`config.mk`:
```
export PLATFORM = sky130hd
export DESIGN_NAME = usr_shift_sequencer
export DESIGN_NICKNAME = d
export VERILOG_FILES = /design/src/rtl/usr_pkg.sv /design/src/rtl/usr_step_counter.sv /design/src/rtl/usr_shift_sequencer.sv
export SDC_FILE = /design/constraint.sdc
export NUM_CORES = 1
export LEC_CHECK = 0
export CORE_MARGIN = 2
export CORE_UTILIZATION = 45
export CTS_CLUSTER_DIAMETER = 30
export DETAILED_ROUTE_END_ITERATION = 16
export PLACE_DENSITY = 0.8
export SLEW_MARGIN = 5
export SYNTH_ARGS = -nofsm -noshare
export SYNTH_HDL_FRONTEND = slang
export SYNTH_SLANG_ARGS = --single-unit
```
`constraint.sdc`:
```
create_clock -name clk -period 3.5 [get_ports clk]
set_clock_uncertainty 0.05 [all_clocks]
set_input_delay 0.7 -clock clk [delete_from_list [all_inputs] [get_ports clk]]
set_output_delay 0.7 -clock clk [all_outputs]
set_load 0.02 [all_outputs]
```
`src/rtl/usr_pkg.sv`:
```
// rtl/usr_pkg.sv - shared encodings for the universal shift register sequencer
package usr_pkg;

   localparam logic [1:0] SEL_HOLD = 2'b00;
   localparam logic [1:0] SEL_SHR  = 2'b01;
   localparam logic [1:0] SEL_SHL  = 2'b10;
   localparam logic [1:0] SEL_LOAD = 2'b11;

   localparam logic [2:0] OP_LOAD = 3'd0;
   localparam logic [2:0] OP_SHL  = 3'd1;
   localparam logic [2:0] OP_SHR  = 3'd2;
   localparam logic [2:0] OP_ROL  = 3'd3;
   localparam logic [2:0] OP_ROR  = 3'd4;
   localparam logic [2:0] OP_ASR  = 3'd5;

   typedef enum logic [1:0] {
      ST_IDLE = 2'd0,
      ST_RUN  = 2'd1,
      ST_DONE = 2'd2
   } state_t;

   function automatic logic op_legal(input logic [2:0] op);
      return op <= OP_ASR;
   endfunction

endpackage

```
`src/rtl/usr_step_counter.sv`:
```
// rtl/usr_step_counter.sv - loadable down-counter with zero flag
module usr_step_counter #(
   parameter int CNT_W = 3
) (
   input  logic             clk,
   input  logic             clr,
   input  logic             load,
   input  logic [CNT_W-1:0] load_val,
   input  logic             dec,
   output logic             zero
);

   logic [CNT_W-1:0] count_q;

   // Saturates at zero so a stray decrement can never wrap the count.
   always_ff @(posedge clk or posedge clr) begin
      if (clr) begin
         count_q <= '0;
      end else if (load) begin
         count_q <= load_val;
      end else if (dec && !zero) begin
         count_q <= count_q - CNT_W'(1);
      end
   end

   assign zero = (count_q == '0);

endmodule

```
`src/rtl/usr_shift_sequencer.sv`:
```
// rtl/usr_shift_sequencer.sv - expands shift commands into per-cycle USR controls
module usr_shift_sequencer
   import usr_pkg::*;
#(
   parameter int WIDTH = 4,
   parameter int CNT_W = 3
) (
   input  logic             clk,
   input  logic             clr,
   input  logic             cmd_valid,
   output logic             cmd_ready,
   input  logic [2:0]       cmd_op,
   input  logic [CNT_W-1:0] cmd_cnt,
   input  logic [WIDTH-1:0] cmd_data,
   input  logic             cmd_fill,
   input  logic [WIDTH-1:0] usr_q,
   output logic [1:0]       sel,
   output logic [WIDTH-1:0] par_in,
   output logic             left_in,
   output logic             right_in,
   output logic             busy,
   output logic             done,
   output logic             err
);

   state_t           state_q, state_d;
   logic [2:0]       op_q;
   logic [WIDTH-1:0] data_q;
   logic             fill_q;
   logic             accept;
   logic             cnt_zero;
   logic [CNT_W-1:0] cnt_load_val;
   logic             q_msb, q_lsb;

   assign accept = cmd_valid && (state_q == ST_IDLE);
   assign q_msb  = |(usr_q >> (WIDTH-1));
   assign q_lsb  = |(usr_q & WIDTH'(1));

   // Counter holds remaining steps minus one, so RUN ends on the zero flag.
   assign cnt_load_val = (cmd_op == OP_LOAD || cmd_cnt == '0) ? '0 : cmd_cnt - CNT_W'(1);

   usr_step_counter #(.CNT_W(CNT_W)) u_step_counter (
      .clk      (clk),
      .clr      (clr),
      .load     (accept),
      .load_val (cnt_load_val),
      .dec      (state_q == ST_RUN),
      .zero     (cnt_zero)
   );

   always_ff @(posedge clk or posedge clr) begin
      if (clr) begin
         state_q <= ST_IDLE;
         op_q    <= '0;
         data_q  <= '0;
         fill_q  <= 1'b0;
      end else begin
         state_q <= state_d;
         if (accept) begin
            op_q   <= cmd_op;
            data_q <= cmd_data;
            fill_q <= cmd_fill;
         end
      end
   end

   always_comb begin
      state_d  = state_q;
      sel      = SEL_HOLD;
      par_in   = '0;
      left_in  = 1'b0;
      right_in = 1'b0;
      case (state_q)
         ST_IDLE: begin
            if (accept) begin
               if (op_legal(cmd_op) && (cmd_op == OP_LOAD || cmd_cnt != '0)) begin
                  state_d = ST_RUN;
               end else begin
                  state_d = ST_DONE;
               end
            end
         end
         ST_RUN: begin
            if (cnt_zero) begin
               state_d = ST_DONE;
            end
            case (op_q)
               OP_LOAD: begin sel = SEL_LOAD; par_in   = data_q; end
               OP_SHL:  begin sel = SEL_SHL;  left_in  = fill_q; end
               OP_SHR:  begin sel = SEL_SHR;  right_in = fill_q; end
               OP_ROL:  begin sel = SEL_SHL;  left_in  = q_msb;  end
               OP_ROR:  begin sel = SEL_SHR;  right_in = q_lsb;  end
               OP_ASR:  begin sel = SEL_SHR;  right_in = q_msb;  end
               default: sel = SEL_HOLD;
            endcase
         end
         ST_DONE: state_d = ST_IDLE;
         default: state_d = ST_IDLE;
      endcase
   end

   assign cmd_ready = (state_q == ST_IDLE);
   assign busy      = (state_q != ST_IDLE);
   assign done      = (state_q == ST_DONE);
   assign err       = (state_q == ST_DONE) && !op_legal(op_q);

endmodule
```
==> summary.md <==
| Metric | Value |
|---|---|
| Status | `finished clean` |
| GPL Wtd Cong | `0.757` |
| Xor/xnor share of the synthesized area | `1.04%` |
| Initial antenna violation count | `0` |
| Top sig layer | `met4` |
| Final min period | `2.95 ns` |
| Adder-Cell Fraction of Synth Area | `5.97%` |
| Clock power frac | `10.4%` |
| Share of cells above drive strength 1 | `11.7%` |
| WS Path Type | `primary input to output pin` |
| Commonest non-fill, non-tap cell in the layout | `clkdlybuf4s50_1` |
| Cell Count, Final, Fillers Out | `136` |
| Worst-path clk slew | `0.08 ns` |
| Worst Reg-to-Reg Cells | `7` |
| GR Overflow Total | `0` |
| Clock Path Buffers | `2` |
| Fillers | `151` |
| TritonCTS clock tree | `done` |
| Mux cell area share after synthesis | `13.1%` |
| CP Max Fanout | `2` |
| HPWL after detailed placement | `1240 µm` |
| PortBufs | `27` |
| Crit start category | `primary input` |
| Total CTS buffers | `3` |
| Top cells by area, synth | `dfrtp_1 (39%), mux2_4 (11%), ha_1 (6.0%)` |
| Seq pwr share | `33.5%` |
| Vias | `687` |
| CTS HTree Levels | `1` |
| Worst-margin pin slew | `0.511 ns` |
| Max Slew Vio Count | `0` |
| Area growth from synthesis to layout | `36.9%` |
| Crit Reg-Reg Startpoint | `u_step_counter.count_q[0]` |
| Critical path required time | `2.75 ns` |
| Top-area cell type share of the netlist area | `38.8%` |
| Drt wl/cell | `11.6 µm` |
| Int Pwr | `543 µW` |
| Area of the core | `1750 µm²` |
| Largest net degree at the start of global routing | `14` |
| Mapped Avg Cell Area | `10.1 µm²` |
| Final worst path period share | `84.4%` |
| Commonest non-fill, non-tap cells in the layout | `clkdlybuf4s50_1 (27), dfrtp_1 (13), inv_1 (9)` |
| FF+latch count, synth | `13` |
| Compound-gate portion of the synthesized area | `12.1%` |
| Pwr dens | `794 nW/µm²` |
| ANT nets after route | `0` |
| Num ports | `30` |
| Hold depth | `1` |
| Reg2Reg Capture Point | `u_step_counter.count_q[0]` |
| Synthesis Warnings | `0` |
| Synth Cell Area | `838 µm²` |
| Met2 WL | `767 µm` |
| Die width | `47.2 µm` |
| Worst VDD drop | `0.000426 V` |
| Vias per cell | `5.05` |
| Nets | `134` |
| CP Capture Type | `output pin` |
| Final setup fails | `0` |
| Die H | `47.2 µm` |
| CTS Root Cell | `clkbuf_4` |
| Die Area | `2220 µm²` |
| First-pass GRT wire length | `2590 µm` |
| Fmax | `339 MHz` |
| Slew Limit Headroom | `65.9%` |
| Worst reg-to-reg setup slack | `1.79 ns` |
| Max-Cap Viols | `0` |
| Routed wire length | `1570 µm` |
| Later-pin clock latency in the skew report | `0.28 ns` |
| Final hold vios | `0` |
| Unique masters post-synth | `35` |
| Synth Area in Simple Gates | `22.7%` |
| Psw | `367 µW` |
| Largest family of logic cells by synthesized area | `simple AND/OR/NAND/NOR gates` |
| Placed cells | `132` |
| Crit path DAT | `2.20 ns` |
| Worst Hold Endpoint | `data_q[3]` |
| Highest-delay cell along the critical path | `clkdlybuf4s50_1` |
| Setup bufs post-CTS | `0` |
| Drt pass-1 iters | `4` |
| Seq/Total Area, Yosys | `38.8%` |
| Pleak | `0.000512 µW` |
| Post-CTS sizing | `0` |
| GRT Total Usage | `17.0%` |
| Worst path most repeated cell | `clkdlybuf4s50_1` |
| Fin Setup TNS | `0 ns` |
| Sw frac | `40.3%` |
| DRC Markers | `0` |
| Routed length on met3 | `72 µm` |
| Starting Density | `48.0%` |
| Cell taking the most area after synthesis | `dfrtp_1` |
| Critical path's largest stage delay | `0.65 ns` |
| Rows | `15` |
| Hold crit path type | `register to register` |
| CTS sink cnt | `13` |
| Hold path start | `data_q[3]` |
| Syn Nets | `105` |
| Drt initial violations | `7` |
| Antenna Cells | `0` |
| Hold Buf Count CTS | `0` |
| Crit-path cells | `clkdlybuf4s50_1 -> mux2i_1 -> nor4b_1 -> clkdlybuf4s50_1` |
| RSZ-0062 raised after global routing | `no` |
| Mapped Cells | `83` |
| Logic gate share of total power | `56.1%` |
| M1 WL | `730 µm` |
| Vias in the first global route | `602` |
[worst max-delay path, delay by kind of cell]
kind,cells,cell delay (ns)
buffers and inverters,2,1.13
and+or+nand+nor,1,0.29
muxes,1,0.08
[Yosys cell counts]
cell	n
dfrtp_1	13
inv_1	9
mux2_4	6
and2_1	5
nor2_1	5
ha_1	4
nand2_1	4
nand2b_1	4
nor2b_1	3
a21oi_1	2
clkbuf_1	2
mux2i_1	2
nor3_1	2
a211oi_1	1
a21oi_2	1
a22o_1	1
a31o_1	1
a31oi_1	1
and3_1	1
buf_6	1
nand2_4	1
nand3b_1	1
nor2_4	1
nor3b_1	1
nor4_2	1
nor4b_1	1
o21ai_0	1
o21ai_1	1
o22a_1	1
o22ai_1	1
o2bb2a_1	1
o31ai_1	1
o32ai_1	1
or3_1	1
xnor2_1	1
[cell type report]
type | instances | area, µm² | area share, %
clock buffer | 4 | 26.3 | 2.29
inverter | 9 | 33.8 | 2.94
multi-input combinational | 58 | 460 | 40.1
sequential | 13 | 325 | 28.4
tap | 25 | 31.3 | 2.73
timing repair buffer | 27 | 270 | 23.6
[state kept, by name, summed over array words and instances (netlist names)]
signal	flops
data_q	4
op_q	3
u_step_counter.count_q	3
state_q	2
fill_q	1
[stage by stage]
| step | hold slack [ns] | worst slack, ns | instance area (µm²) | total power [µW] | util [%] |
|---|---|---|---|---|---|
| after global routing | 0.473 | 0.466 | 1150 | 981 | 65.7 |
| final | 0.454 | 0.547 | 1150 | 910 | 65.7 |
| after detailed placement | 0.434 | 0.553 | 1120 | 824 | 64.2 |
| after global placement | 0.436 | 0.572 | 1120 | 806 | 64.2 |
| after floorplan | 0.423 | 1.22 | 838 | 661 | - |
| after CTS | 0.459 | 0.540 | 1150 | 922 | 65.7 |
[worst max path at each step]
stage,start,to,slack (ns)
after floorplan,usr_q[3],left_in,1.22
after global placement,usr_q[3],left_in,0.57
after detailed placement,usr_q[3],right_in,0.55
after global routing,usr_q[3],left_in,0.47
after CTS,usr_q[3],left_in,0.54
final,usr_q[3],left_in,0.55
[metal layers]
| layer | vias to the layer above | global-route usage (%) |
|---|---|---|
| met5 | - | 0 |
| met4 | 0 | 3.33 |
| met3 | 2 | 5.77 |
| met2 | 20 | 26.3 |
| met1 | 321 | 23.3 |
| li1 | 344 | - |
[cells by family after synthesis]
| family | count (synthesis) |
|---|---|
| flip-flops | 13 |
| adder cells (fa/ha/maj) | 4 |
| buffers and inverters | 12 |
| AND/OR/NAND/NOR | 31 |
| multiplexers | 8 |
| XOR/XNOR | 1 |
| AO/OA/AOI/OAI | 14 |
[power groups by stage]
stage / combinational, µW / sequential [µW] / clock, µW
3_3_place_gp: 502 / 304 / 0
2_1_floorplan: 390 / 271 / 0
5_1_grt: 561 / 316 / 104
4_1_cts: 520 / 304 / 97.9
6_report: 510 / 305 / 94.7
3_5_place_dp: 517 / 307 / 0
Power figures use the tool's default switching activity.
